<file path="src/rtl/jtag_tdr_bank.sv">
// -----------------------------------------------------------------------------
// jtag_tdr_bank
//
// Bank of NUM_TDR JTAG test data registers of DR_LEN bits each, sharing one
// TAP data-register path, plus a 1-bit bypass register. A scan session begins
// at Capture_DR, which latches the target (TDR index or bypass). The target
// then stays fixed until the next Capture_DR. An update is committed only when
// the session shifted exactly DR_LEN bits. Otherwise length_err is raised and
// the update stage is left untouched.
//
// Ports
//   TCK            test clock; all state changes on its rising edge
//   RST            synchronous, active-high reset
//   tdr_en         1 = TDR path selected by the instruction decoder, 0 = bypass
//   tdr_sel        TDR index, sampled only on Capture_DR
//   TDI            serial data in
//   Capture_DR     capture strobe from the TAP (highest priority)
//   Shift_DR       shift enable from the TAP
//   Update_DR      update strobe from the TAP (lowest priority)
//   capture_data   parallel capture values, TDR k at [k*DR_LEN +: DR_LEN]
//   TDO            serial data out, combinational from the active target
//   DR_out         update-stage contents, same slicing as capture_data
//   update_strobe  one-cycle pulse on the TDR whose update stage was written
//   length_err     sticky until next capture: session shift count != DR_LEN
// -----------------------------------------------------------------------------
module jtag_tdr_bank #(
  parameter int NUM_TDR = 4,
  parameter int DR_LEN  = 8,
  parameter int SEL_W   = 2
) (
  input  logic                        TCK,
  input  logic                        RST,
  input  logic                        tdr_en,
  input  logic [SEL_W-1:0]            tdr_sel,
  input  logic                        TDI,
  input  logic                        Capture_DR,
  input  logic                        Shift_DR,
  input  logic                        Update_DR,
  input  logic [NUM_TDR*DR_LEN-1:0]   capture_data,
  output logic                        TDO,
  output logic [NUM_TDR*DR_LEN-1:0]   DR_out,
  output logic [NUM_TDR-1:0]          update_strobe,
  output logic                        length_err
);

  // The counter must hold DR_LEN+1, so that an over-shift saturates instead
  // of wrapping back to a value that looks legal.
  localparam int CNT_W = $clog2(DR_LEN + 2);
  localparam logic [CNT_W-1:0] CNT_FULL = CNT_W'(DR_LEN);
  localparam logic [CNT_W-1:0] CNT_MAX  = CNT_W'(DR_LEN + 1);

  logic [DR_LEN-1:0] sh [NUM_TDR];   // shift stages
  logic [DR_LEN-1:0] up [NUM_TDR];   // update stages
  logic              byp;            // bypass register
  logic [SEL_W-1:0]  sel_q;          // session target index
  logic              byp_q;          // session targets bypass
  logic [CNT_W-1:0]  cnt;            // shifts seen this session

  logic              cap_byp;        // target that a capture this cycle selects
  logic [NUM_TDR-1:0] cap_hit;       // one-hot TDR that a capture would load
  logic [NUM_TDR-1:0] act_hit;       // one-hot TDR of the current session

  // An out-of-range index cannot address a TDR, so it falls back to bypass.
  // That keeps every later access through sel_q in range.
  assign cap_byp = !tdr_en || (32'(tdr_sel) >= NUM_TDR);

  // NOTE: every signal written in always_comb gets a default value first.
  // Without the default, a path that skips the assignment would infer a latch.
  always_comb begin
    cap_hit = '0;
    act_hit = '0;
    for (int k = 0; k < NUM_TDR; k++) begin
      cap_hit[k] = !cap_byp && (32'(tdr_sel) == k);
      act_hit[k] = !byp_q   && (32'(sel_q)   == k);
    end
  end

  // TDO follows the active target directly. The TAP retimes it to the
  // falling edge, so no output register is needed here.
  always_comb begin
    TDO = byp_q & byp;
    for (int k = 0; k < NUM_TDR; k++) begin
      if (act_hit[k]) TDO = sh[k][0];
    end
  end

  // NOTE: sequential state uses non-blocking assignments only. All
  // registers then sample their inputs at the same clock edge, whatever
  // order the statements appear in.
  always_ff @(posedge TCK) begin
    // Default the strobe low, so that it can only ever be a one-cycle pulse.
    update_strobe <= '0;

    if (RST) begin
      // NOTE: the shift and update arrays are reset explicitly. They are
      // visible state (DR_out and TDO must read 0 after reset), not scratch
      // memory that can be left uninitialised.
      for (int k = 0; k < NUM_TDR; k++) begin
        sh[k] <= '0;
        up[k] <= '0;
      end
      byp        <= 1'b0;
      sel_q      <= '0;
      byp_q      <= 1'b1;
      cnt        <= '0;
      length_err <= 1'b0;
    end else if (Capture_DR) begin
      // Open a new session. If Shift or Update is asserted in the same
      // cycle, it is ignored.
      sel_q      <= tdr_sel;
      byp_q      <= cap_byp;
      cnt        <= '0;
      length_err <= 1'b0;
      if (cap_byp) byp <= 1'b0;
      for (int k = 0; k < NUM_TDR; k++) begin
        if (cap_hit[k]) sh[k] <= capture_data[k*DR_LEN +: DR_LEN];
      end
    end else if (Shift_DR) begin
      // Data shifts LSB-out: TDI enters at the MSB and bit 0 drives TDO.
      if (byp_q) byp <= TDI;
      for (int k = 0; k < NUM_TDR; k++) begin
        if (act_hit[k]) sh[k] <= {TDI, sh[k][DR_LEN-1:1]};
      end
      if (cnt != CNT_MAX) cnt <= cnt + 1'b1;
    end else if (Update_DR && !byp_q) begin
      // A wrong shift count means the shift stage holds a misaligned value.
      // Block the update rather than commit corrupt data.
      if (cnt == CNT_FULL) begin
        for (int k = 0; k < NUM_TDR; k++) begin
          if (act_hit[k]) begin
            up[k]            <= sh[k];
            update_strobe[k] <= 1'b1;
          end
        end
      end else begin
        length_err <= 1'b1;
      end
    end
  end

  for (genvar g = 0; g < NUM_TDR; g++) begin : g_dr_out
    assign DR_out[g*DR_LEN +: DR_LEN] = up[g];
  end

endmodule

</file>
<file path="config.mk">
export PLATFORM = sky130hd
export DESIGN_NAME = jtag_tdr_bank
export DESIGN_NICKNAME = d
export VERILOG_FILES = /design/src/rtl/jtag_tdr_bank.sv
export SDC_FILE = /design/constraint.sdc
export NUM_CORES = 1
export LEC_CHECK = 0
export BUFFER_PORTS_ARGS = -buffer_cell sky130_fd_sc_hd__buf_4
export CORE_MARGIN = 2
export CORE_UTILIZATION = 26
export CTS_CLUSTER_DIAMETER = 40
export CTS_CLUSTER_SIZE = 30
export DETAILED_ROUTE_END_ITERATION = 8
export GPL_ROUTABILITY_DRIVEN = 0
export GPL_TIMING_DRIVEN = 0
export HOLD_SLACK_MARGIN = 0.05
export PLACE_DENSITY = 0.49
export SETUP_SLACK_MARGIN = 0.5
export SLEW_MARGIN = 40
export SYNTH_ARGS = -nofsm -noshare
export SYNTH_HDL_FRONTEND = slang
export SYNTH_SLANG_ARGS = --single-unit
</file>
<file path="constraint.sdc">
create_clock -name TCK -period 2.66 [get_ports TCK]
set_input_delay 0.532 -clock TCK [delete_from_list [all_inputs] [get_ports TCK]]
set_output_delay 0.532 -clock TCK [all_outputs]
set_load 0.03 [all_outputs]
</file>
==> summary.txt <==
Outcome
  – Run status: finished, final reports clean

Floorplan
  – Io pins: 79
  – Die Y: 117 um
  – Core ar.: 12,600 sq um
  – Die ar.: 13,800 sq um
  – Initial Util: 0.265
  – Die X: 117 um
  – Row count: 41

GRT
  – Vias in the first global route: 2,165
  – Total global routing overflow: 0
  – GR met3 Demand/Resource: 0.0247
  – Initial antenna violation count: 0
  – Largest net degree at the start of global routing: 13
  – Met2 Usage GRT: 0.180
  – Met1 usage: 0.160
  – First-pass GRT wire length: 11,900 um
  – GR peak layer: met2
  – All-Layer GR Usage: 0.118

Layout
  – Inserted Diodes: 0
  – Final Instance Area: 4540 sq um
  – Share of cells above drive strength 1: 0.366
  – Final nets: 372
  – Multi-input logic area: 1080 sq um
  – Layout Area Growth over Synthesis: 36.0%
  – Filler cells: 1,243
  – Reg area: 2180 sq um

Yosys
  – Mean Syn Cell Area: 14.2 sq um
  – Post-Syn Area: 3340 sq um
  – Yosys synthesis warning count: 0
  – Count of cell types in the netlist: 45
  – Mapped Nets: 279
  – Seq cells post-synth: 77
  – Post-synthesis sequential area ratio: 0.654
  – Mapped Cells: 235

CTS
  – Max Buffers Root-to-Sink: 2
  – Clk root buf: clkbuf_16
  – Worst-path clk slew: 0.06 ns
  – CTS H-tree lvls: 3
  – Clock sink count: 77
  – CTS Buf Count: 9
  – TritonCTS clock tree: yes
  – Clock Latency Late Sink: 0.33 ns

Timing
  – Count of final hold-check violations: 0
  – Max Freq: 443 MHz
  – Setup TNS: 0 ns
  – # setup viols final: 0
  – Slew headroom: 0.640
  – Worst Tran Pin Value: 0.538 ns
  – Max Slew Vio Count: 0
  – Unrepaired setup endpoints after global routing: true
  – Final period util: 0.849
  – Tmin final: 2.26 ns
  – Worst Skew: 0.00501 ns

Setup path
  – Critical path cell sequence: buf_8 > mux4_2 > mux2_4 > buf_6
  – R2r setup slk: 0.55 ns
  – CP endpoint kind: primary output
  – Worst Path Required: 2.13 ns
  – Total stage count of the critical path: 4
  – CP delay by family, top: multiplexers
  – CP startpoint: sel_q[0]$_SDFFE_PP0P_
  – Type of origin of the critical path: flip-flop
  – Critical path buffers and inverters: 2
  – R2r startpoint: cnt[0]$_SDFFE_PP0P_
  – Crit path kind: flip-flop to primary output
  – Critical Path AT: 1.73 ns
  – Setup crit end: TDO
  – Max incr delay on CP: 0.52 ns
  – Highest-delay cell along the critical path: mux4_2
  – R2r endpoint: up[1][0]$_SDFFCE_PN0P_
  – Crit-path max FO: 2
  – R2R depth: 5

Place
  – HPWL after DPL: 5640 um
  – Placed inst area: 4140 sq um
  – Port bufs: 76

Detailed routing
  – DRT iter0 DRCs: 198
  – Via density: 4.46
  – Routed len/inst: 15.6 um
  – DRT Pass-1 Iters: 4
  – Total Wirelength: 7880 um
  – # DRC: 0
  – Number of routed nets with antenna violations: 0
  – Vias: 2,253

Min path
  – Hold Path Class: primary input to flip-flop
  – Hold path start: Update_DR

Power
  – Leakage: 1.90 nW
  – Worst vdd ir: 295 uV
  – Pwr dens: 636 nW/um^2

Run
  – MaxCap Viol Count: 0
[state kept, by name (all words and copies together), names as in the netlist]
register,count
sh,32
up,32
cnt,4
update_strobe,4
sel_q,2
byp,1
byp_q,1
length_err,1
[cell families (layout without fill, tap and decap cells)]
logic type,after synthesis,in the layout,synth area share
xor gates and xnor gates,2,2,0.00525
muxes,2,2,0.0101
DFF,77,77,0.654
buffers and inverters,21,119,0.0323
AOI/OAI and AO/OA,53,53,0.128
and+or+nand+nor,77,77,0.159
adders and majority gates,3,3,0.0113
[worst register-to-register path, stage by stage, from the launching register on]
cell and delay (ns):
dfxtp_1 0.35, inv_1 0.10, ha_1 0.16, nand3b_1 0.29, nor3_1 0.49, a21o_1 0.40
[Yosys cell counts, drive strengths merged]
cell type / instances / share of area
a21boi: 1 / 0.0023
a21o: 4 / 0.0090
a21oi: 6 / 0.0090
a22o: 32 / 0.084
a311o: 2 / 0.0060
a31oi: 1 / 0.0019
and2: 4 / 0.0075
and3: 33 / 0.062
and3b: 1 / 0.0026
buf: 9 / 0.019
clkbuf: 7 / 0.0079
dfxtp: 13 / 0.078
edfxtp: 64 / 0.58
ha: 3 / 0.011
inv: 5 / 0.0056
mux2: 1 / 0.0034
mux4: 1 / 0.0068
nand2: 5 / 0.0056
nand2b: 4 / 0.0075
nand3: 3 / 0.0045
nand3b: 2 / 0.0045
nand4: 1 / 0.0019
nand4b: 1 / 0.0026
nor2: 7 / 0.0086
nor2b: 2 / 0.0038
nor3: 3 / 0.0079
nor3b: 1 / 0.0056
nor4: 3 / 0.015
nor4b: 1 / 0.0045
o21ai: 6 / 0.014
o21bai: 1 / 0.0023
or2: 1 / 0.0019
or3: 2 / 0.0038
or3b: 1 / 0.0034
or4b: 1 / 0.0030
or4bb: 1 / 0.0034
xnor2: 1 / 0.0026
xor2: 1 / 0.0026
[through the flow]
stage	hold slack [ns]	setup WS, ns	power (mW)	instances	utilization
final	0.449	0.401	2.88	505	0.361
after global routing	0.489	0.361	2.98	505	0.361
after CTS	0.441	0.380	2.91	500	0.357
after detailed placement	0.485	0.122	1.62	483	0.330
after global placement	0.479	0.176	1.62	483	0.329
after floorplan	0.467	0.487	1.51	235	-
[per-layer routing]
| metal | wire length, um | vias up |
|---|---|---|
| met4 | 156 | 0 |
| met3 | 322 | 12 |
| met2 | 3680 | 53 |
| met5 | 0 | - |
| met1 | 3710 | 1081 |
| li1 | - | 1107 |
[layout by cell type (no fill, tap or decap), types with 2 or more instances in the layout]
master,synthesis,final
buf_4,0,81
edfxtp_1,64,64
and3_1,33,33
a22o_1,32,32
dfxtp_1,13,12
clkbuf_1,7,10
clkbuf_16,0,9
nor2_1,6,6
a21oi_1,6,6
inv_1,5,5
buf_2,5,5
nand2_1,5,5
buf_6,3,4
nand2b_1,4,4
o21ai_0,4,4
and2_1,4,4
a21o_1,4,3
nand3_1,3,3
ha_1,3,3
buf_8,0,2
nor2b_1,2,2
a311o_2,0,2
nand3b_1,2,2
nor4_4,2,2
bufinv_16,0,2
[where the power goes]
| part | internal (mW) | switching [mW] | leakage, nW |
|---|---|---|---|
| registers | 1.35 | 0.0214 | 0.770 |
| logic | 0.0992 | 0.129 | 0.984 |
| clock network | 0.824 | 0.457 | 0.145 |
| total | 2.28 | 0.608 | 1.90 |
[final cells by class]
| class | count | area share |
|---|---|---|
| clock buffer | 14 | 0.0538 |
| tap | 172 | 0.0474 |
| multi-input combinational | 137 | 0.239 |
| clock inverter | 2 | 0.0132 |
| buffer | 16 | 0.0246 |
| inverter | 5 | 0.00414 |
| timing repair buffer | 82 | 0.137 |
| sequential | 77 | 0.481 |
[worst min path at each step]
stage / end / slack (ns) / cells after the start
after floorplan: byp$_SDFFE_PP0P_ / 0.47 / 2
after global placement: length_err$_SDFFE_PP0P_ / 0.48 / 2
after detailed placement: length_err$_SDFFE_PP0P_ / 0.49 / 2
after CTS: length_err$_SDFFE_PP0P_ / 0.44 / 3
after global routing: sh[1][5]$_SDFFCE_PP0P_ / 0.49 / 2
final: length_err$_SDFFE_PP0P_ / 0.45 / 3
[what timing repair did]
action	4_1_cts	5_1_grt
hold buffers	0	0
gates cloned	0	0
pin swaps	0	4
endpoints found under the setup margin	9	51
resized for setup	8	5
buffers inserted	1	5
No activity file was read; power rests on OpenSTA's default activity.
